--- src/rtl/tia_hphase_gen.sv ---
// Horizontal phase generator and polynomial line counter for a TIA-style timing chain.
// A one-hot 4-phase ring drives glitch-free phi1/phi2 strobes; the LFSR steps as phi2 ends.
module tia_hphase_gen #(
    parameter logic [5:0] WRAP = 6'h14,
    parameter logic [5:0] DEC  = 6'h3E
) (
    input  logic       clk,
    input  logic       reset,
    input  logic       run,
    input  logic       rsync,
    output logic       hphi1,
    output logic       hphi2,
    output logic [5:0] hcount,
    output logic       hwrap,
    output logic       hdec
);

    localparam logic [3:0] PH_INIT  = 4'b0001;
    localparam logic       WRAP_AT0 = (WRAP == 6'h00);
    localparam logic       DEC_AT0  = (DEC == 6'h00);

    logic [3:0] ph;
    logic [5:0] cnt_nxt;
    logic       step;

    // XNOR feedback; the all-ones lockup state is never entered from 00.
    always_comb begin
        cnt_nxt = {hcount[4:0], ~(hcount[5] ^ hcount[4])};
        if (hcount == WRAP) begin
            cnt_nxt = 6'h00;
        end
    end

    assign step  = run & ph[3];
    assign hphi1 = ph[1];
    assign hphi2 = ph[3];

    always_ff @(posedge clk or posedge reset) begin
        if (reset) begin
            ph     <= PH_INIT;
            hcount <= 6'h00;
            hwrap  <= WRAP_AT0;
            hdec   <= DEC_AT0;
        end else if (rsync) begin
            ph     <= PH_INIT;
            hcount <= 6'h00;
            hwrap  <= WRAP_AT0;
            hdec   <= DEC_AT0;
        end else if (run) begin
            ph <= {ph[2:0], ph[3]};
            if (step) begin
                hcount <= cnt_nxt;
                hwrap  <= (cnt_nxt == WRAP);
                hdec   <= (cnt_nxt == DEC);
            end
        end
    end

endmodule

--- config.mk ---
export PLATFORM = sky130hd
export DESIGN_NAME = tia_hphase_gen
export DESIGN_NICKNAME = d
export VERILOG_FILES = /design/src/rtl/tia_hphase_gen.sv
export SDC_FILE = /design/constraint.sdc
export NUM_CORES = 1
export LEC_CHECK = 0
export ABC_AREA = 0
export BUFFER_PORTS_ARGS = -buffer_cell sky130_fd_sc_hd__clkbuf_2
export CAP_MARGIN = 40
export CORE_AREA = 2 2 39 41
export DETAILED_ROUTE_END_ITERATION = 10
export DIE_AREA = 0 0 41 43
export PLACE_DENSITY_LB_ADDON = 0.25
export SLEW_MARGIN = 15
export SYNTH_ARGS = -nofsm -noshare
export SYNTH_HDL_FRONTEND = slang
export SYNTH_SLANG_ARGS = --single-unit
--- constraint.sdc ---
create_clock -name clk -period 1.6 [get_ports clk]
set_clock_uncertainty 0.05 [all_clocks]
set_input_delay 0.08 -clock clk [delete_from_list [all_inputs] [get_ports clk]]
set_output_delay 0.08 -clock clk [all_outputs]
set_load 0.005 [all_outputs]
==> results of run 1 <==
## sequential cells by signal (all words and copies together) (netlist names)
name    flops
hcount      6
ph          4
hwrap       1
hdec        1
## synth_stat cells
cell,n,area [sq um]
nand4b_1,1,8.76
nor4b_1,1,8.76
dfrtp_1,11,275
and2_4,1,8.76
o41ai_2,1,16.3
o21ai_1,1,5.00
o21ai_0,1,5.00
nand3_1,1,5.00
buf_6,2,22.5
o31ai_1,1,7.51
o41ai_1,1,8.76
clkbuf_1,1,3.75
ha_1,1,12.5
nand2_1,11,41.3
mux2i_1,3,30.0
dfstp_2,1,26.3
nand3b_1,1,7.51
inv_1,4,15.0
nand4_4,1,21.3
a21oi_1,5,25.0
a21o_1,1,7.51
nor2_1,4,15.0
## metal layers
layer	wire length (um)	part of all wire, %
met3	52	4.9
met5	0	0
met2	464	44
met4	31	2.9
met1	503	48
## power breakdown
part           leakage (nW)  total, mW  internal, mW  switching (mW)
clock network        0.0150      0.206        0.0969           0.109
registers             0.163      0.314         0.310         0.00447
logic                 0.162     0.0322        0.0124          0.0198
total                 0.340      0.553         0.419           0.133
## cell usage in the layout (no fill, tap or decap), drive strengths merged
cell	Yosys	layout
nand4b	1	1
clkbuf	1	17
nand2	11	11
dfstp	1	1
dfrtp	11	11
a21oi	5	5
o41ai	2	2
o31ai	1	1
mux2i	3	3
inv	4	4
o21ai	2	2
dlygate4sd3	0	1
nand3	1	1
ha	1	1
a21o	1	1
and2	1	1
nand4	1	1
nand3b	1	1
nor2	4	4
nor4b	1	1
## stage by stage
| stage | hold WS, ns | worst slack (ns) | instance area (sq um) | cells |
|---|---|---|---|---|
| 6_report | 0.0348 | 0.148 | 672 | 86 |
| 5_1_grt | 0.0565 | 0.0469 | 672 | 86 |
| 4_1_cts | 0.0368 | 0.137 | 672 | 86 |
| 3_5_place_dp | 0.0415 | 0.145 | 636 | 81 |
| 3_3_place_gp | 0.0388 | 0.210 | 636 | 81 |
| 2_1_floorplan | -0.106 | 0.230 | 577 | 55 |
## cell families after synthesis
kind of cell,Yosys count
AO/OA/AOI/OAI,11
AND/OR/NAND/NOR,21
flip-flops,12
buffers and inverters,7
multiplexers,3
adder cells (fa/ha/maj),1
## worst max-delay path: cells and delay by family (launching register included)
| kind | cells | cell delay, ns |
|---|---|---|
| fa+ha+maj | 1 | 0.33 |
| compound gates | 1 | 0.20 |
| flops | 1 | 0.44 |
| simple gates | 2 | 0.33 |
## what timing repair did
| action | 4_1_cts | 5_1_grt |
|---|---|---|
| endpoints found under the hold margin | 11 | 0 |
| hold buffers | 1 | 0 |
| setup buffers | 0 | 0 |
## path summary, 6_finish.rpt
kind / start / end / slack [ns] / depth (start not counted)
hold / removal: run / ph[0] / 0.03 / 2
hold reg to reg: ph[0] / ph[0] / 0.44 / 2
setup / recovery: hcount[4] / hwrap / 0.15 / 4
setup reg to reg: hcount[4] / hwrap / 0.15 / 4
min in group asynchronous: reset / hwrap / 0.27 / 3
max in group asynchronous: reset / ph[0] / 0.89 / 3
## area by class of cell
class	count	area (sq um)
multi-input combinational	36	234
inverter	4	15.0
timing repair buffer	14	75.1
clock buffer	4	26.3
tap	16	20.0
fill	131	712
sequential	12	302
==> impl_metrics.ini, run 1 <==
[outcome]
status = completed

[die]
io_pins = 14
die_area_sq_um = 1760
core.rowCount = 14
core-area_sq_um = 1380
die_h_um = 43
floorplan.initialDensity_pct = 41.7
die_w_um = 41

[global_route]
grt_usage_pct = 15.0
gr-usage-met3_pct = 3.14
antenna_found_initial = 0
grtUsageMet2_pct = 20.3
grt_pass1_vias = 377
grt_overflow = 0
grt_busiest_layer = met2
use_met1_pct = 18.5
grt_start_max_net_pins = 14
grt_pass1_wl_mm = 1.66

[route]
ant_nets = 0
viasPerCell = 5.03
vias = 433
drt_first_pass_iters = 2
route.detailed.drc = 0
drt_iter0_drc = 8
wl_per_cell_um = 12.2
drt_wl_total_mm = 1.05

[clock_tree]
clkTransAtPathRegs_ns = 0.08
cts_max_path_buffers = 2
cts_buffers = 3
cts_tree = done
clk_latency_ns = 0.28
htree_levels = 1
clock_sinks = 12
root_buffer = clkbuf_4
cts_resized = 0

[power]
vdd_drop_max_mv = 0.490
power.total_mw = 0.553
p_per_area_nw_per_um2 = 822
power_leakage_nw = 0.340

[setup_path]
start_kind = register
crit_path_top_delay_cell = dfrtp_1
critPathKind = reg2reg
crit_chain = ha_1 > nor2_1 > nand4_4 > o41ai_2
critical_path.max_stage_delay_ns = 0.44
crit_path_max_fanout = 6
required_ns = 1.74
cp-end-kind = register
critPathArrivalTime_ns = 1.59

[synthesis]
yosysSeqAreaShare_pct = 52.3
yosysWarnings = 0
synth-xor-area-share_pct = 0
synth-adder-area-share_pct = 2.17
synth_cell_type_count = 22
synth-simple-area-share_pct = 20.2
syn_inst = 55
postSynthAreaPerCell_sq_um = 10.5
ys_ff_latch = 12
synth_top_family_by_area = simple AND/OR/NAND/NOR gates
synth_compound_area_share_pct = 13.0
synth_mux_area_share_pct = 5.21
syn-num-nets = 60
netlist_area_sq_um = 577

[sta]
relSlewSlack_pct = 70.4
finalSetupTns_ns = 0
rsz0062_at_grt = false
period_share_pct = 90.8
finalSetupViolCount = 0
worst_pin_slew_ns = 0.443
hold_violations = 0
clock.fmax_mhz = 689
fin_crit_ns = 1.45
slew_violations = 0

[place]
place_congestion = 0.691
dp_hpwl_um = 763
numPortBuffers = 13

[layout]
fin_util_pct = 48.6
layout-drive-gt1-share_pct = 28.6
area_delta_synth_final_pct = 16.5
nets = 76
n_antenna_cell = 0

[run]
maxCapViolations = 0

[hold_path]
hold_path_class = in2reg
Power figures use the tool's default switching activity.
==> run 2: changes to the inputs <==
--- a/config.mk
+++ b/config.mk
@@ -8,10 +8,12 @@
 export ABC_AREA = 0
 export BUFFER_PORTS_ARGS = -buffer_cell sky130_fd_sc_hd__clkbuf_2
 export CAP_MARGIN = 40
-export CORE_AREA = 2 2 39 41
+export CELL_PAD_IN_SITES_DETAIL_PLACEMENT = 1
+export CELL_PAD_IN_SITES_GLOBAL_PLACEMENT = 1
+export CORE_UTILIZATION = 37
 export DETAILED_ROUTE_END_ITERATION = 10
-export DIE_AREA = 0 0 41 43
 export PLACE_DENSITY_LB_ADDON = 0.25
+export SETUP_SLACK_MARGIN = 0.4
 export SLEW_MARGIN = 15
 export SYNTH_ARGS = -nofsm -noshare
 export SYNTH_HDL_FRONTEND = slang
==> impl_metrics.ini, run 2 (synthesis results as in run 1) <==
[clock_tree]
cts_max_path_buffers = 2
cts_tree = done
clkTransAtPathRegs_ns = 0.08
clock_sinks = 12
htree_levels = 1
root_buffer = clkbuf_4
cts_buffers = 3
clk_latency_ns = 0.27

[setup_path]
start_kind = register
cp-end-kind = register
crit_path_max_fanout = 2
critPathKind = reg2reg
critPathArrivalTime_ns = 1.39
required_ns = 1.72

[route]
vias = 448
ant_nets = 0
drt_first_pass_iters = 4
drt_iter0_drc = 6
viasPerCell = 5.15
wl_per_cell_um = 14.1
drt_wl_total_mm = 1.23
route.detailed.drc = 0

[global_route]
grt_pass1_vias = 489
grt_start_max_net_pins = 14
grt_overflow = 0
antenna_found_initial = 0
grt_usage_pct = 16.1
grt_pass1_wl_mm = 2.12

[layout]
n_antenna_cell = 0
fin_area_sq_um = 732
layout-drive-gt1-share_pct = 38.9
fin_cells = 87
final_common_cell = clkbuf_2
nFillCells = 160
regMostFlops = hcount
nets = 78
mostFrequentLayoutCells = clkbuf_2 (13), nand2_1 (11), dfrtp_1 (10)
area_delta_synth_final_pct = 26.9
top_regs = hcount: 6 flops, ph: 4 flops
largest_reg_flops = 6

[sta]
fin_crit_ns = 1.27
slew_violations = 0
finalSetupViolCount = 0
hold_violations = 0
rsz0062_at_grt = true
clock.fmax_mhz = 788
relSlewSlack_pct = 68.2
finalSetupTns_ns = 0
setup_ws_ns = 0.331
period_share_pct = 79.3
worst_pin_slew_ns = 0.477

[place]
dp_cells = 80
dp_hpwl_um = 846
dpl_worst_slack_ns = 0.279
dpl_cell_area_sq_um = 656
place_congestion = 0.660
numPortBuffers = 13

[die]
core.rowCount = 13
die_w_um = 41.5
core-area_sq_um = 1380
io_pins = 14
die_h_um = 41.5
floorplan.initialDensity_pct = 41.7
die_area_sq_um = 1720

[power]
p_per_area_nw_per_um2 = 809
vdd_drop_max_mv = 0.560
power.total_mw = 0.592
power_leakage_nw = 0.359

[hold_path]
hold_path_class = in2reg

[run]
maxCapViolations = 0

[outcome]
status = completed
-- run 2: path summary, 6_finish.rpt --
path                           start        end  slack [ns]  depth (start not counted)
max                        hcount[5]      hwrap        0.33                          5
min                              run      ph[0]        0.07                          2
max reg2reg                hcount[5]      hwrap        0.33                          5
min reg2reg                    hwrap      hwrap        0.45                          2
max in group asynchronous      reset  hcount[4]        0.86                          3
min in group asynchronous      reset  hcount[0]        0.29                          3
-- run 2: what timing repair did --
| item | 4_1_cts | 5_1_grt |
|---|---|---|
| hold buffers | 1 | 0 |
| gates resized for setup | 3 | 1 |
| hold endpoints to repair | 11 | 0 |
| endpoints found under the setup margin | 4 | 4 |
| setup buffers | 1 | 1 |
| pin swaps | 0 | 1 |
-- run 2: layout make-up --
type / count / area, sq um / share of cell area, %
sequential: 12 / 303 / 41.4
inverter: 4 / 15.0 / 2.05
clock buffer: 4 / 36.3 / 4.96
timing repair buffer: 16 / 90.1 / 12.3
tap: 15 / 18.8 / 2.56
multi-input combinational: 36 / 269 / 36.8
-- run 2: power by group --
group / switching [mW] / internal [mW]
clock network: 0.105 / 0.138
logic: 0.0218 / 0.0124
registers: 0.00452 / 0.310
-- run 2: routing by layer --
layer,wire length [um],GRT usage (%),up-vias
met3,44,3.91,2
met5,0,0,-
met2,592,26.9,12
met4,14,5.81,0
li1,-,-,220
met1,578,20.2,214
-- run 2: critical path, cell delays in order, from the launching register on --
cell and delay [ns]:
dfrtp_1 0.40, inv_2 0.09, ha_4 0.21, nor2_4 0.10, nand4_4 0.11, o41ai_2 0.22
-- run 2: through the flow --
stage                     hold slack (ns)  utilization (%)
after floorplan                    -0.106                -
after global placement             0.0495             47.4
after detailed placement           0.0539             47.4
after CTS                          0.0717             51.8
after global routing               0.0843             52.9
final                              0.0733             52.9
